[src/rtl/segswap_pkg.sv]
// Shared types for the segment swapper.
//   swap_mode_e : per-beat transform selector (matches the 2-bit in_mode encoding)
//   occ_e       : occupancy of the main/skid register pair
package segswap_pkg;

  typedef enum logic [1:0] {
    MODE_PASS    = 2'b00,
    MODE_PAIR    = 2'b01,
    MODE_REV_SEG = 2'b10,
    MODE_REV_BIT = 2'b11
  } swap_mode_e;

  typedef enum logic [1:0] {
    OCC_EMPTY = 2'b00,  // main register empty
    OCC_ONE   = 2'b01,  // main full, skid empty
    OCC_TWO   = 2'b10   // main and skid full
  } occ_e;

endpackage

[src/rtl/segswap_xform.sv]
// Purely combinational segment transform.
// Ports:
//   data_i : input word (DATA_W bits)
//   mode_i : transform selector (swap_mode_e)
//   data_o : transformed word (DATA_W bits)
// Segment i occupies bits [i*SEG_W +: SEG_W].
module segswap_xform
  import segswap_pkg::*;
#(
  parameter int DATA_W = 32,
  parameter int SEG_W  = 4
) (
  input  logic [DATA_W-1:0] data_i,
  input  swap_mode_e        mode_i,
  output logic [DATA_W-1:0] data_o
);

  localparam int N = DATA_W / SEG_W;

  always_comb begin
    data_o = data_i;
    case (mode_i)
      MODE_PASS: data_o = data_i;
      MODE_PAIR: begin
        // i^1 pairs segment 2k with 2k+1
        for (int i = 0; i < N; i++)
          data_o[i*SEG_W +: SEG_W] = data_i[(i ^ 1)*SEG_W +: SEG_W];
      end
      MODE_REV_SEG: begin
        for (int i = 0; i < N; i++)
          data_o[i*SEG_W +: SEG_W] = data_i[(N-1-i)*SEG_W +: SEG_W];
      end
      MODE_REV_BIT: begin
        for (int i = 0; i < DATA_W; i++)
          data_o[i] = data_i[DATA_W-1-i];
      end
      default: data_o = data_i;
    endcase
  end

endmodule

[src/rtl/segment_swapper.sv]
// Registered segment swapper with a 2-entry skid buffer (main M + skid S).
// One cycle latency, full throughput under valid/ready backpressure.
// Ports:
//   clk, rst_n            : clock, synchronous active-low reset
//   in_valid/in_ready     : producer handshake (in_ready is registered)
//   in_data, in_mode      : input word and per-beat transform mode
//   out_valid/out_ready   : consumer handshake
//   out_data              : transformed word, held stable until transferred
//   swap_count            : saturating count of transferred beats with mode != 00
// Optional feature macro: SEGSWAP_STATS_EN (adds swap_count and carried mode bits).
module segment_swapper
  import segswap_pkg::*;
#(
  parameter int DATA_W = 32,
  parameter int SEG_W  = 4,
  parameter int CNT_W  = 16
) (
  input  logic              clk,
  input  logic              rst_n,
  input  logic              in_valid,
  output logic              in_ready,
  input  logic [DATA_W-1:0] in_data,
  input  logic [1:0]        in_mode,
  output logic              out_valid,
  input  logic              out_ready,
  output logic [DATA_W-1:0] out_data
`ifdef SEGSWAP_STATS_EN
  ,
  output logic [CNT_W-1:0]  swap_count
`endif
);

  if ((DATA_W % (2 * SEG_W)) != 0 || SEG_W < 1) begin : g_bad_width
    $error("segment_swapper: DATA_W must be a multiple of 2*SEG_W");
  end
  if (CNT_W < 1) begin : g_bad_cnt
    $error("segment_swapper: CNT_W must be at least 1");
  end

  occ_e              state_q, state_d;
  logic              in_ready_q, in_ready_d;
  logic [DATA_W-1:0] m_data_q, m_data_d;
  logic [DATA_W-1:0] s_data_q, s_data_d;
  logic [DATA_W-1:0] xf_data;
  logic              accept, drain;

  segswap_xform #(.DATA_W(DATA_W), .SEG_W(SEG_W)) u_xform (
    .data_i (in_data),
    .mode_i (swap_mode_e'(in_mode)),
    .data_o (xf_data)
  );

  assign out_valid = (state_q != OCC_EMPTY);
  assign out_data  = m_data_q;
  assign in_ready  = in_ready_q;
  assign accept    = in_valid && in_ready_q;
  assign drain     = out_valid && out_ready;

`ifdef SEGSWAP_STATS_EN
  swap_mode_e        m_mode_q, m_mode_d;
  swap_mode_e        s_mode_q, s_mode_d;
  logic [CNT_W-1:0]  cnt_q, cnt_d;
  assign swap_count = cnt_q;
`endif

  always_comb begin
    state_d  = state_q;
    m_data_d = m_data_q;
    s_data_d = s_data_q;
`ifdef SEGSWAP_STATS_EN
    m_mode_d = m_mode_q;
    s_mode_d = s_mode_q;
`endif
    case (state_q)
      OCC_EMPTY: begin
        if (accept) begin
          state_d  = OCC_ONE;
          m_data_d = xf_data;
`ifdef SEGSWAP_STATS_EN
          m_mode_d = swap_mode_e'(in_mode);
`endif
        end
      end
      OCC_ONE: begin
        if (accept && drain) begin
          m_data_d = xf_data;
`ifdef SEGSWAP_STATS_EN
          m_mode_d = swap_mode_e'(in_mode);
`endif
        end else if (accept) begin
          // M is stalled; park the new beat in the skid register
          state_d  = OCC_TWO;
          s_data_d = xf_data;
`ifdef SEGSWAP_STATS_EN
          s_mode_d = swap_mode_e'(in_mode);
`endif
        end else if (drain) begin
          state_d = OCC_EMPTY;
        end
      end
      OCC_TWO: begin
        // in_ready is low here, so only a drain can happen
        if (drain) begin
          state_d  = OCC_ONE;
          m_data_d = s_data_q;
`ifdef SEGSWAP_STATS_EN
          m_mode_d = s_mode_q;
`endif
        end
      end
      default: state_d = OCC_EMPTY;
    endcase
    in_ready_d = (state_d != OCC_TWO);
  end

`ifdef SEGSWAP_STATS_EN
  always_comb begin
    cnt_d = cnt_q;
    if (drain && (m_mode_q != MODE_PASS) && (cnt_q != {CNT_W{1'b1}}))
      cnt_d = cnt_q + 1'b1;
  end
`endif

  // Register stage: M/S storage and occupancy
  always_ff @(posedge clk) begin
    if (!rst_n) begin
      state_q    <= OCC_EMPTY;
      in_ready_q <= 1'b1;
      m_data_q   <= '0;
      s_data_q   <= '0;
`ifdef SEGSWAP_STATS_EN
      m_mode_q   <= MODE_PASS;
      s_mode_q   <= MODE_PASS;
      cnt_q      <= '0;
`endif
    end else begin
      state_q    <= state_d;
      in_ready_q <= in_ready_d;
      m_data_q   <= m_data_d;
      s_data_q   <= s_data_d;
`ifdef SEGSWAP_STATS_EN
      m_mode_q   <= m_mode_d;
      s_mode_q   <= s_mode_d;
      cnt_q      <= cnt_d;
`endif
    end
  end

endmodule

[config.mk]
export PLATFORM = sky130hd
export DESIGN_NAME = segment_swapper
export DESIGN_NICKNAME = d
export VERILOG_FILES = /design/src/rtl/segswap_pkg.sv /design/src/rtl/segswap_xform.sv /design/src/rtl/segment_swapper.sv
export SDC_FILE = /design/constraint.sdc
export NUM_CORES = 1
export LEC_CHECK = 0
export CORE_ASPECT_RATIO = 0.8
export CORE_UTILIZATION = 40
export CTS_BUF_LIST = sky130_fd_sc_hd__clkbuf_4
export DETAILED_ROUTE_END_ITERATION = 8
export SYNTH_ARGS = -nofsm -noshare
export SYNTH_HDL_FRONTEND = slang
export SYNTH_SLANG_ARGS = --single-unit
[constraint.sdc]
create_clock -name clk -period 1.8 [get_ports clk]
set_input_delay 0.18 -clock clk [delete_from_list [all_inputs] [get_ports clk]]
set_output_delay 0.18 -clock clk [all_outputs]
set_load 0.02 [all_outputs]
==> run metrics <==
outcome=finished, final reports clean; first-pass GRT wire length=approximately 20000 um; Global Route Usage Sum=24.7%; xor/xnor share of the synthesized area=0%; clock sink count=67; RSZ-0062 raised after global routing=no; Core ar.=9810 sq um; Syn-to-layout area delta=24.9%; Critical Path Source=out_data[16]$_SDFFE_PN0P_; worst rel slew slack=73.4%; chip height=about 92 um; crit path capture type=output pin; initial antenna violation count=0; vias in the first global route=between 3000 and 4000; number of synthesized flops with an enable pin=0; total power=3.77 mW; Compound-Gate Fraction of Synth Area=35.9%; clock latency on the worst-skew pair=0.44 ns; arrival time worst endpoint=1.43 ns; Data required, critical path=1.62 ns; Post-Syn Area=4090 sq um; Final period util=around nine tenths; Worst path max stage delay=0.61 ns; sequential area share after synthesis=between 30% and 40%; Worst Skew=0.00958 ns; Final #Nets=573; reg2reg start=state_q[0]$_SDFF_PN0_; crit path cell chain=clkdlybuf4s50_1; Hold Crit Depth=5; final hold slack=0.403 ns; Max Freq=approximately 620 MHz; largest net degree at the start of global routing=67; Worst Max-Slew Pin Slew=~0.40 ns; Initial Utilization=between 40% and 50%; Hold WC Path Type=in -> reg; RePlAce Congestion=0.831; Routed wire per std cell=18.3 um; post-layout util=52.1%; share of flip-flops with an asynchronous set or reset=0%; Antenna Nets Post-Route=0; H-tree lvl count=3; Hold EP=s_data_q[27]$_SDFFE_PN0P_; Tmin final=1.61 ns; antenna fix cells=0; slowest CP cell=clkdlybuf4s50_1; Buf/Inv on CP=1; fill cell count=around 950; DRC=0; worst reg-to-reg setup slack=0.25 ns; Rows=32; Post-CTS Repair Setup Buffers=0; Synth Warn #=0; setup violators final=0; chip width=115 um; syn nets=522; reg2reg end=out_data[16]$_SDFFE_PN0P_; setup TNS=0 ns; leakage=2.03 nW; Synth Area in Simple Gates=16.2%; largest cells by area after synthesis=dfxtp_1 33%, mux2i_1 9.0%, a22o_1 6.8%, o211a_1 6.8%, nand2_1 6.6%; final WL=12400 um; largest family of logic cells by synthesized area=compound AO/OA/AOI/OAI gates; die area=10600 sq um; CTS tree=yes; global-route congestion overflow total=0; Vias=3881; delay-heaviest family, CP=buffers and inverters; clock root buffer=clkbuf_4; DP HPWL=8200 um; pwr/cell area=737 nW/um^2; port buffer count=71; most frequent cell after synthesis=nand2_1; Avg Vias per Cell=5.74; Final Hold Fails=0; mux cell area share after synthesis=9.05%; crit path kind=reg -> out; Post-Synthesis Cells=484; syn_area_per_cell=8.46 sq um; Slew Viols, Final=0; Clock Pin Slew Worst Setup and Hold Paths=between 0.1 and 0.15 ns; worst hold start=in_mode[0]; Synth area leader=dfxtp_1; total of max-cap violations=0; worst IR drop on VDD=0.568 mV; DR iter-0 viols=between 200 and 300; cell depth of the worst flop-to-flop path=5; #FFs+latches synth=67; Adder-Cell Fraction of Synth Area=0%; Clock Tree Buf Depth=2; most frequent cells after synthesis=72 x nand2_1, 67 x dfxtp_1, 37 x mux2i_1, 34 x nand2b_1; maximum fanout along the worst path=2; startpoint types=register; Synth Flop Type=dfxtp_1; first-pass iteration count of the detailed router=5; CTS buffer count=9; share of layout cells above drive strength 1=7.04%; Cell variety after synth=28; Synth top area share=32.8%; top-level port count=72
## power breakdown
group	total, mW	internal, mW	switching [mW]	leakage [nW]
logic	0.990	0.462	0.529	1.40
registers	1.63	1.58	0.0503	0.547
clock network	1.15	0.567	0.583	0.0815
## layout make-up
| cell class | count | area, sq um | area share, % |
|---|---|---|---|
| well taps | 136 | 170 | 3.33 |
| inverters | 1 | 3.75 | 0.0734 |
| clock buffers | 10 | 75.1 | 1.47 |
| repair buffers | 89 | 937 | 18.3 |
| multi-input cells | 367 | 2500 | 49.0 |
| clock inverters | 6 | 80.1 | 1.57 |
| flip-flops and latches | 67 | 1340 | 26.2 |
## per-stage QoR
step | setup slack (ns) | instances | cell area, sq um
floorplan | 0.216 | 484 | 4090
global placement | 0.116 | 660 | 4960
detailed placement | 0.0750 | 660 | 4960
CTS | 0.172 | 676 | 5110
global route | 0.118 | 676 | 5110
finish | 0.193 | 676 | 5110
## cell families after synthesis
family	Yosys count
AO/OA/AOI/OAI	184
buffers and inverters	50
AND/OR/NAND/NOR	146
multiplexers	37
flip-flops	67
## layout by cell type (no fill, tap or decap)
cell type	count
nand2_1	72
clkdlybuf4s50_1	68
dfxtp_1	67
mux2i_1	37
nand2b_1	34
a22o_1	32
a21boi_0	32
o21ai_0	29
o2111ai_1	28
o211ai_1	28
o211a_1	28
nor2_1	28
buf_4	11
clkbuf_4	10
buf_12	8
o221ai_1	4
nand3_1	4
and2_1	2
clkinv_1	2
bufinv_16	2
or2_1	1
and3b_1	1
nor2b_2	1
a2bb2oi_2	1
a21boi_2	1
and3_1	1
nor2b_1	1
a21oi_1	1
or3b_2	1
inv_1	1
clkinvlp_4	1
clkinv_2	1
buf_2	1
dlygate4sd2_1	1
## worst max-delay path by stage
stage                                      to  slack, ns  depth (start not counted)
finish                           out_data[16]       0.19                          1
global route                     out_data[16]       0.12                          1
CTS                              out_data[29]       0.17                          1
detailed placement  out_data[12]$_SDFFE_PN0P_       0.07                          6
global placement    out_data[12]$_SDFFE_PN0P_       0.12                          6
floorplan            out_data[0]$_SDFFE_PN0P_       0.22                          6
## sequential cells by signal (all words and copies together), names as in the netlist
name	cells
out_data	32
state_q	2
s_data_q	32
in_ready	1
## what timing repair did
| item | in CTS | in global routing |
|---|---|---|
| setup endpoints to repair | 1 | 0 |
| gates resized for setup | 1 | 0 |
| hold buffers | 0 | 0 |
## per-layer routing
metal  wire, um  up-vias  global-route usage [%]
met5          0        -                       0
met4        119        0                    5.19
met3        844       11                    6.09
met2       5390      139                    36.9
met1       6010     1822                    35.5
li1           -     1909                       -
(Power assumes the default switching activity.)
